--- config.mk ---
export PLATFORM = sky130hd
export DESIGN_NAME = msplit_arb_flat
export DESIGN_NICKNAME = d
export VERILOG_FILES = /design/src/rtl/msplit_arb_if.sv /design/src/rtl/msplit_arb.sv /design/src/flat_wrapper.sv
export SDC_FILE = /design/constraint.sdc
export NUM_CORES = 1
export LEC_CHECK = 0
export CELL_PAD_IN_SITES_DETAIL_PLACEMENT = 0
export CELL_PAD_IN_SITES_GLOBAL_PLACEMENT = 1
export CORE_MARGIN = 3
export CORE_UTILIZATION = 16
export CTS_CLUSTER_SIZE = 14
export DETAILED_ROUTE_END_ITERATION = 10
export PLACE_DENSITY_LB_ADDON = 0.12
export SLEW_MARGIN = 20
export SYNTH_ARGS = -nofsm -noshare
export SYNTH_HDL_FRONTEND = slang
export SYNTH_SLANG_ARGS = --single-unit
--- constraint.sdc ---
create_clock -name clk_i -period 5.26 [get_ports clk_i]
set_input_delay 1.052 -clock clk_i [delete_from_list [all_inputs] [get_ports clk_i]]
set_output_delay 1.052 -clock clk_i [all_outputs]
set_load 0.005 [all_outputs]
--- src/rtl/msplit_arb_if.sv ---
// MemSplit32: split-transaction memory port. The request side carries req/we/addr/be/wdata,
// and the response side returns ack for the request plus an in-order resp/rdata for reads.
interface MemSplit32;
   logic        req;
   logic        we;
   logic [31:0] addr;
   logic [3:0]  be;
   logic [31:0] wdata;
   logic        ack;
   logic        resp;
   logic [31:0] rdata;

   modport Master (output req, we, addr, be, wdata, input ack, resp, rdata);
   modport Slave  (input req, we, addr, be, wdata, output ack, resp, rdata);
endinterface

--- src/rtl/msplit_arb.sv ---
// Two-requester round-robin arbiter onto one MemSplit32 slave.
// A small owner FIFO routes in-order read responses back to the requester that issued each read.
module msplit_arb #(
   parameter int RESP_DEPTH = 4
) (
   input  logic                        clk_i,
   input  logic                        rst_i,
   MemSplit32.Slave                    m0,
   MemSplit32.Slave                    m1,
   MemSplit32.Master                   slv,
   output logic [$clog2(RESP_DEPTH):0] occ_o,
   output logic                        err_o
);
   localparam int PW = $clog2(RESP_DEPTH);
   localparam logic [PW:0] FullOcc = (PW+1)'(RESP_DEPTH);

   typedef enum logic [1:0] {IDLE, LOCK0, LOCK1} state_t;

   state_t         r_state;
   logic           r_rr;
   logic [PW-1:0]  r_wrPtr;
   logic [PW-1:0]  r_rdPtr;
   logic [PW:0]    r_occ;
   logic           r_err;
   logic           r_owner [RESP_DEPTH];

   state_t         w_state;
   logic           w_rr;
   logic [PW:0]    w_occ;
   logic           w_full;
   logic           w_elig0;
   logic           w_elig1;
   logic           w_gntValid;
   logic           w_gnt;
   logic           w_we;
   logic           w_accept;
   logic           w_pushRd;
   logic           w_pop;
   logic           w_head;

   // While reset is held, the combinational paths behave as if the registers already held their reset values.
   always_comb begin
      w_state    = rst_i ? IDLE : r_state;
      w_rr       = rst_i ? 1'b0 : r_rr;
      w_occ      = rst_i ? '0 : r_occ;
      w_full     = (w_occ == FullOcc);
      w_elig0    = m0.req & (m0.we | ~w_full);
      w_elig1    = m1.req & (m1.we | ~w_full);
      w_gntValid = 1'b0;
      w_gnt      = 1'b0;
      case (w_state)
         IDLE: begin
            w_gntValid = w_elig0 | w_elig1;
            w_gnt      = (w_elig0 & w_elig1) ? w_rr : ~w_elig0;
         end
         LOCK0: begin
            w_gntValid = m0.req;
            w_gnt      = 1'b0;
         end
         LOCK1: begin
            w_gntValid = m1.req;
            w_gnt      = 1'b1;
         end
         default: begin
            w_gntValid = 1'b0;
            w_gnt      = 1'b0;
         end
      endcase

      w_we      = w_gnt ? m1.we : m0.we;
      slv.req   = w_gntValid;
      slv.we    = w_gntValid & w_we;
      slv.addr  = w_gntValid ? (w_gnt ? m1.addr : m0.addr) : 32'h0;
      slv.be    = w_gntValid ? (w_gnt ? m1.be : m0.be) : 4'h0;
      slv.wdata = w_gntValid ? (w_gnt ? m1.wdata : m0.wdata) : 32'h0;

      w_accept  = w_gntValid & slv.ack;
      m0.ack    = w_accept & ~w_gnt;
      m1.ack    = w_accept & w_gnt;
      w_pushRd  = w_accept & ~w_we;

      w_pop     = slv.resp & (w_occ != '0);
      w_head    = r_owner[r_rdPtr];
      m0.resp   = w_pop & ~w_head;
      m1.resp   = w_pop & w_head;
      m0.rdata  = (w_pop & ~w_head) ? slv.rdata : 32'h0;
      m1.rdata  = (w_pop & w_head) ? slv.rdata : 32'h0;
   end

   // Arbitration state, round-robin pointer, FIFO pointers and the sticky error flag.
   always_ff @(posedge clk_i) begin
      if (rst_i) begin
         r_state <= IDLE;
         r_rr    <= 1'b0;
         r_wrPtr <= '0;
         r_rdPtr <= '0;
         r_occ   <= '0;
         r_err   <= 1'b0;
      end else begin
         if (w_accept) begin
            r_rr    <= ~w_gnt;
            r_state <= IDLE;
         end else if (r_state == IDLE && w_gntValid) begin
            r_state <= w_gnt ? LOCK1 : LOCK0;
         end else if (r_state != IDLE && !w_gntValid) begin
            r_state <= IDLE;
         end

         if (w_pop) begin
            r_rdPtr <= r_rdPtr + 1'b1;
         end
         if (w_pushRd) begin
            r_wrPtr <= r_wrPtr + 1'b1;
         end
         r_occ <= r_occ + {{PW{1'b0}}, w_pushRd} - {{PW{1'b0}}, w_pop};

         if (slv.resp && r_occ == '0) begin
            r_err <= 1'b1;
         end
      end
   end

   // Owner storage needs no reset; only entries between the pointers are ever read.
   always_ff @(posedge clk_i) begin
      if (!rst_i && w_pushRd) begin
         r_owner[r_wrPtr] <= w_gnt;
      end
   end

   assign occ_o = r_occ;
   assign err_o = r_err;
endmodule

--- src/flat_wrapper.sv ---
// flat-port wrapper written by rule: the top's interface ports become plain ports
module msplit_arb_flat 
#(
   parameter int RESP_DEPTH = 4
)
  (clk_i, rst_i, occ_o, err_o, m0_req, m0_we, m0_addr, m0_be, m0_wdata, m0_ack, m0_resp, m0_rdata, m1_req, m1_we, m1_addr, m1_be, m1_wdata, m1_ack, m1_resp, m1_rdata, slv_req, slv_we, slv_addr, slv_be, slv_wdata, slv_ack, slv_resp, slv_rdata);
  MemSplit32 m0_i ();
  MemSplit32 m1_i ();
  MemSplit32 slv_i ();
  input  logic clk_i;
  input  logic rst_i;
  output logic [$clog2(RESP_DEPTH):0] occ_o;
  output logic err_o;
  input wire logic [$bits(m0_i.req)-1:0] m0_req;
  input wire logic [$bits(m0_i.we)-1:0] m0_we;
  input wire logic [$bits(m0_i.addr)-1:0] m0_addr;
  input wire logic [$bits(m0_i.be)-1:0] m0_be;
  input wire logic [$bits(m0_i.wdata)-1:0] m0_wdata;
  output wire logic [$bits(m0_i.ack)-1:0] m0_ack;
  output wire logic [$bits(m0_i.resp)-1:0] m0_resp;
  output wire logic [$bits(m0_i.rdata)-1:0] m0_rdata;
  input wire logic [$bits(m1_i.req)-1:0] m1_req;
  input wire logic [$bits(m1_i.we)-1:0] m1_we;
  input wire logic [$bits(m1_i.addr)-1:0] m1_addr;
  input wire logic [$bits(m1_i.be)-1:0] m1_be;
  input wire logic [$bits(m1_i.wdata)-1:0] m1_wdata;
  output wire logic [$bits(m1_i.ack)-1:0] m1_ack;
  output wire logic [$bits(m1_i.resp)-1:0] m1_resp;
  output wire logic [$bits(m1_i.rdata)-1:0] m1_rdata;
  output wire logic [$bits(slv_i.req)-1:0] slv_req;
  output wire logic [$bits(slv_i.we)-1:0] slv_we;
  output wire logic [$bits(slv_i.addr)-1:0] slv_addr;
  output wire logic [$bits(slv_i.be)-1:0] slv_be;
  output wire logic [$bits(slv_i.wdata)-1:0] slv_wdata;
  input wire logic [$bits(slv_i.ack)-1:0] slv_ack;
  input wire logic [$bits(slv_i.resp)-1:0] slv_resp;
  input wire logic [$bits(slv_i.rdata)-1:0] slv_rdata;
  assign m0_i.req = m0_req;
  assign m0_i.we = m0_we;
  assign m0_i.addr = m0_addr;
  assign m0_i.be = m0_be;
  assign m0_i.wdata = m0_wdata;
  assign m0_ack = m0_i.ack;
  assign m0_resp = m0_i.resp;
  assign m0_rdata = m0_i.rdata;
  assign m1_i.req = m1_req;
  assign m1_i.we = m1_we;
  assign m1_i.addr = m1_addr;
  assign m1_i.be = m1_be;
  assign m1_i.wdata = m1_wdata;
  assign m1_ack = m1_i.ack;
  assign m1_resp = m1_i.resp;
  assign m1_rdata = m1_i.rdata;
  assign slv_req = slv_i.req;
  assign slv_we = slv_i.we;
  assign slv_addr = slv_i.addr;
  assign slv_be = slv_i.be;
  assign slv_wdata = slv_i.wdata;
  assign slv_i.ack = slv_ack;
  assign slv_i.resp = slv_resp;
  assign slv_i.rdata = slv_rdata;
  msplit_arb #(.RESP_DEPTH(RESP_DEPTH)) u_core (.clk_i(clk_i), .rst_i(rst_i), .m0(m0_i), .m1(m1_i), .slv(slv_i), .occ_o(occ_o), .err_o(err_o));
endmodule
======== Word-level counts from Yosys, hierarchy flattened ========
Memories as Yosys holds them, arrays and structs flattened. A register that Yosys moved wholly into a read port is not among the register bits.
Index checks and enable logic that the tools add are counted.
word-level totals
  memories ................................ 1
  input port bits ......................... 176
  word-level logic and storage cells ...... 68
  bits in writable memories ............... 4
  register bits ........................... 11
  output and inout bits ................... 142
operators by class
  multiplexer cells ....................... 22
  eq/ne operators ......................... 3
  $add $sub $neg .......................... 4
  bitwise operators ....................... 19
  reductions and logical operators ........ 13
memories
  name            depth  bits a word  read ports  clocked after memory_dff  wr ports  RTL line          source
  u_core.r_owner  4      1            1           1                         1         msplit_arb.sv:25  logic r_owner [RESP_DEPTH];
operator list
  operator             count
  $mux 32              6
  $mux 2               6
  $and 1x1->1          11
  $mux 4               2
  $mux 1               5
  $not 1->1            5
  $add 2x1->2 const B  2
  $logic_and 1x1->1    4
  $logic_not 2->1      2
  $reduce_bool 2->1    2
  $add 3x1->3          1
  $eq 3x3->1 const B   1
  $logic_not 3->1      1
  $mux 3               1
  $or 1x1->1           3
  $pmux 1 s3           1
  $reduce_bool 3->1    1
  $sub 3x1->3          1
  $eq 2x1->1 const B   1
  $eq 2x2->1 const B   1
  $logic_not 1->1      2
  $pmux 1 s2           1
  $reduce_or 2->1      1

======== Logic depth before layout (Yosys ltp) ========
  word-level depth ........................ 14
  gate-level depth with buffers ........... 11
  gate-level depth less buffers ........... 11

======== Least setup slack after synthesis ========
OpenSTA, ideal clock, no wires.
  kind .................................... input to output
  start ................................... input rst_i
  end ..................................... output slv_addr[23]
  path slack .............................. 1.860 ns
  required time ........................... 4.208 ns
  data arrival time ....................... 2.348 ns
  cell stages on the path ................. 7
  buffers on the path ..................... 1
  cell sequence ........................... or4b_4 > o32ai_4 > o21ai_4 > inv_2 > buf_4 > nand2_1 > a21oi_1
between the ends
  cells in the longest elaborated chain, start to end .. 10
  elaborated cells on any way between the ends .. 20
  those cells by class .................... 3 x eq/ne; 8 x mux; 8 x bitwise; 1 x reduce/logical
ends and longest elaborated chain
  item                                      RTL line                            source
  from (decl)                               flat_wrapper.sv:11                  input logic rst_i;
  $mux 3                                    msplit_arb.sv:45                    w_occ = rst_i ? '0 : r_occ;
  $eq 3x3->1                                msplit_arb.sv:46                    w_full = (w_occ == FullOcc);
  $not 1->1                                 msplit_arb.sv:47, msplit_arb.sv:48
  $or 1x1->1, on equally long branches      msplit_arb.sv:47, msplit_arb.sv:48
  $and 1x1->1, on equally long branches     msplit_arb.sv:47, msplit_arb.sv:48
  $and 1x1->1 or $not 1->1 (tied branches)  msplit_arb.sv:54                    w_gnt = (w_elig0 & w_elig1) ? w_rr : ~w_elig0;
  $mux 1                                    msplit_arb.sv:54
  $pmux 1 s2 *                              msplit_arb.sv:51                    case (w_state)
  via u_core.w_gnt                          msplit_arb.sv:34                    logic w_gnt;
  $mux 32 * (2 in a row)                    msplit_arb.sv:73                    slv.addr = w_gntValid ? (w_gnt ? m1.addr : m0.addr) : 32'h0;
  to (decl)                                 flat_wrapper.sv:32                  output wire logic [$bits(slv_i.addr)-1:0] slv_addr;
Mark *: on every way through the listed nets, which the timed path passes. The rest lies on a longest branch.

======== Worst setup path after layout ========
  start ................................... input rst_i
  end ..................................... output slv_wdata[3]
between the ends
  cells in the longest elaborated chain, start to end .. 10
  elaborated cells on any way between the ends .. 20
  those cells by class .................... 3 x eq/ne; 8 x mux; 8 x bitwise; 1 x reduce/logical
ends and longest elaborated chain
  item                                      RTL line                            source
  $mux 3                                    msplit_arb.sv:45
  $eq 3x3->1                                msplit_arb.sv:46
  $not 1->1                                 msplit_arb.sv:47, msplit_arb.sv:48
  $or 1x1->1, on equally long branches      msplit_arb.sv:47, msplit_arb.sv:48
  $and 1x1->1, on equally long branches     msplit_arb.sv:47, msplit_arb.sv:48
  $and 1x1->1 or $not 1->1 (tied branches)  msplit_arb.sv:54
  $mux 1                                    msplit_arb.sv:54
  $pmux 1 s2                                msplit_arb.sv:51
  $mux 32                                   msplit_arb.sv:75                    slv.wdata = w_gntValid ? (w_gnt ? m1.wdata : m0.wdata) : 32'h0;
  $mux 32 *                                 msplit_arb.sv:75
  to (decl)                                 flat_wrapper.sv:34                  output wire logic [$bits(slv_i.wdata)-1:0] slv_wdata;
Every way passes the cells marked *; elsewhere a longest branch is shown, timed or not.

==> qor.yml <==
critical_path:
  path_common_cell: "clkdlybuf4s50_1"
  arrival_ps: 3650
  max_stage_delay_ps: 570
  critPathKind: "primary input to primary output"
  cp_max_fo: 38
  cp.required_ps: 4210
  critPathBufInv: 4
  startpoint_type: "primary input"
  crit_family: "buffers and inverters"
  rrSetupSlack_ps: 2240
  path_cells: "clkdlybuf4s50_1, or4b_4, o32ai_4, o21ai_4, inv_2, buf_12, nand2_1, a21oi_1, clkdlybuf4s50_1"
  crit_slowest_cell: "clkdlybuf4s50_1"
  end_kind: "primary output"
cells_and_area:
  diodes: 0
  fin_cells: 882
  fin_nets: 883
  drive_above_1_share_pct: 3.582
  area_growth_pct: 140.8
  final_area_mm2: 0.005863
drt:
  drt_pre_antenna_iters: 4
  vias_per_cell: 4.357
  wl_mm: 13.61
  drcViolationCount: 0
  post_drt_wl_per_cell_um: 15.43
  drtAntennaViolNets: 0
  first_iter_violations: 150
  dr_total_vias: 3843
clock_tree:
  post_cts_buffers: 0
  clock_path_buffers: 2
  cts-root-buf: "clkbuf_16"
  cts-buffers-inserted: 3
  clk_pin_slew_ps: 50
  htree_levels: 1
  cts_resized: 0
  clock_latency_ps: 240
  cts_tree: "done"
  numClockSinks: 17
  cts-hold-fix-buffers: 0
place:
  dpl.cell_count: 878
  io_buffers: 317
  hpwl_mm: 11.23
  gp_congestion: 0.8324
  place_area_mm2: 0.005784
  pre_cts_slack_ps: 525.5
global_routing:
  grt_pass1_vias: 3841
  grt_pass1_wl_mm: 19.85
  gr-total-overflow: 0
  grt_max_degree: 71
  grt_usage_pct: 14.57
  antenna_found_initial: 0
power_and_ir_drop:
  finalPower_w: 0.001265
  ir_worst_vdd_mv: 0.1015
  power_density_mw_per_mm2: 215.8
  p_leak_nw: 2.355
yosys:
  yosysMostFrequentCell: "nand2_1"
  ys_seq_area_share_pct: 15.62
  syn-num-nets: 586
  synthAdderAreaFrac_pct: 4.419
  synthCells: 402
  synth_area_leaders: "nand2_1, a21oi_1, dfxtp_1, and2_1, and3_1"
  async_flop_share_pct: 0
  syn_area_mm2: 0.002435
  synth_top_area_share_pct: 21.58
  synth_flop_cell: "dfxtp_1"
  synth-simple-area-share_pct: 49.13
  avgSynthCellArea_um2: 6.057
  synth_common_cells: "nand2_1, a21oi_1, and2_1, and3_1, clkbuf_1"
  ys_ff_latch: 17
  yosys.area.top_type: "nand2_1"
  synthMuxAreaShare_pct: 0.9250
  synth_xor_area_share_pct: 1.439
  synth_top_family_by_area: "simple AND/OR/NAND/NOR gates"
  yosysWarnings: 0
  synth_compound_area_share_pct: 20.20
  synth_edf_count: 4
  ys_types: 41
timing:
  fmax_mhz: 212.7
  final_max_slew_viol_count: 0
  worst_slack_ps: 559.4
  slew_headroom_pct: 66.81
  fin_setup_tns_ps: 0
  hold_viol: 0
  timing.final.crit_period_ps: 4701
  worst_slew_pin_slew_ps: 497.8
  rsz0062_at_grt: "no"
  finalSetupViolations: 0
  clock_skew_ps: 1.998
  finalCritPeriodShare_pct: 89.37
floorplanning:
  dieArea_mm2: 0.01673
  num_rows: 44
  design.core.area_mm2: 0.01470
  fp.dieH_um: 129.4
  die_w_um: 129.4
  ios: 318
  floorplan.initialDensity_pct: 16.56
job:
  maxCapViolations: 0
worst_hold_path:
  hold_class: "register to register"
outcome:
  status: "completed"
worst paths after layout:
path | startpoint | end | cells after the start
min reg2reg | u_core.err_o | u_core.err_o | 2
min | u_core.err_o | u_core.err_o | 2
max reg2reg | u_core.occ_o[1] | u_core.occ_o[2] | 11
max | rst_i | slv_wdata[3] | 9
layer usage:
layer | vias up | share of wire [%] | GRT usage [%]
li1 | 1925 | - | -
met1 | 1689 | 34 | 14.74
met2 | 215 | 55 | 29.76
met3 | 14 | 10 | 3.751
met4 | 0 | 1.3 | 2.656
met5 | - | 0 | 0
placed cells by master (no fill, tap or decap), drive strengths merged, types with 2 or more instances in the layout:
cell,n
xnor2,3
nand4,2
clkdlybuf4s50,317
nor4b,2
clkbuf,4
o21ai,3
a22oi,2
nor2b,7
edfxtp,4
nand3,2
nand2,140
and2,37
a21oi,75
nand2b,2
buf,8
dfxtp,13
o31ai,2
ha,7
inv,10
nor3,6
and3,33
nor2,8
layout make-up:
type,instances,area (µm²)
Inverter,10,37.54
Fill cell,1528,8836
Sequential cell,17,380.4
Multi-Input combinational cell,342,1853
Timing Repair Buffer,325,3283
Clock buffer,4,78.83
Tap cell,184,230.2
stage by stage:
step / hold WS [ps] / util [%]
finish: 492.4 / 39.89
global route: 537.1 / 39.89
floorplan: 460.4 / -
global placement: 451.5 / 39.35
detailed placement: 491.9 / 39.35
CTS: 505.4 / 39.89
worst reg2reg max path, stage by stage, from the launching register on:
cell     delay [ps]
dfxtp_1         380
or4b_4          590
a21oi_1         150
or2_2           150
buf_12          230
inv_1           210
and3_4          220
ha_1            210
fa_1            380
xnor2_1         190
xnor2_1         140
nor2_1           50
power by group:
part	leakage [nW]	internal, W	switching [W]
clock network	0.0382	0.000102	0.0000435
registers	0.142	0.000156	0.0000249
logic	2.17	0.000546	0.000392
logic make-up after synthesis:
logic type               Yosys count
multiplexers                       1
AND/OR/NAND/NOR                  243
AO/OA/AOI/OAI                     86
XOR/XNOR                           4
flip-flops                        17
adder cells (fa/ha/maj)            8
buffers and inverters             43
Note: power is estimated with default switching activity, not from simulation.
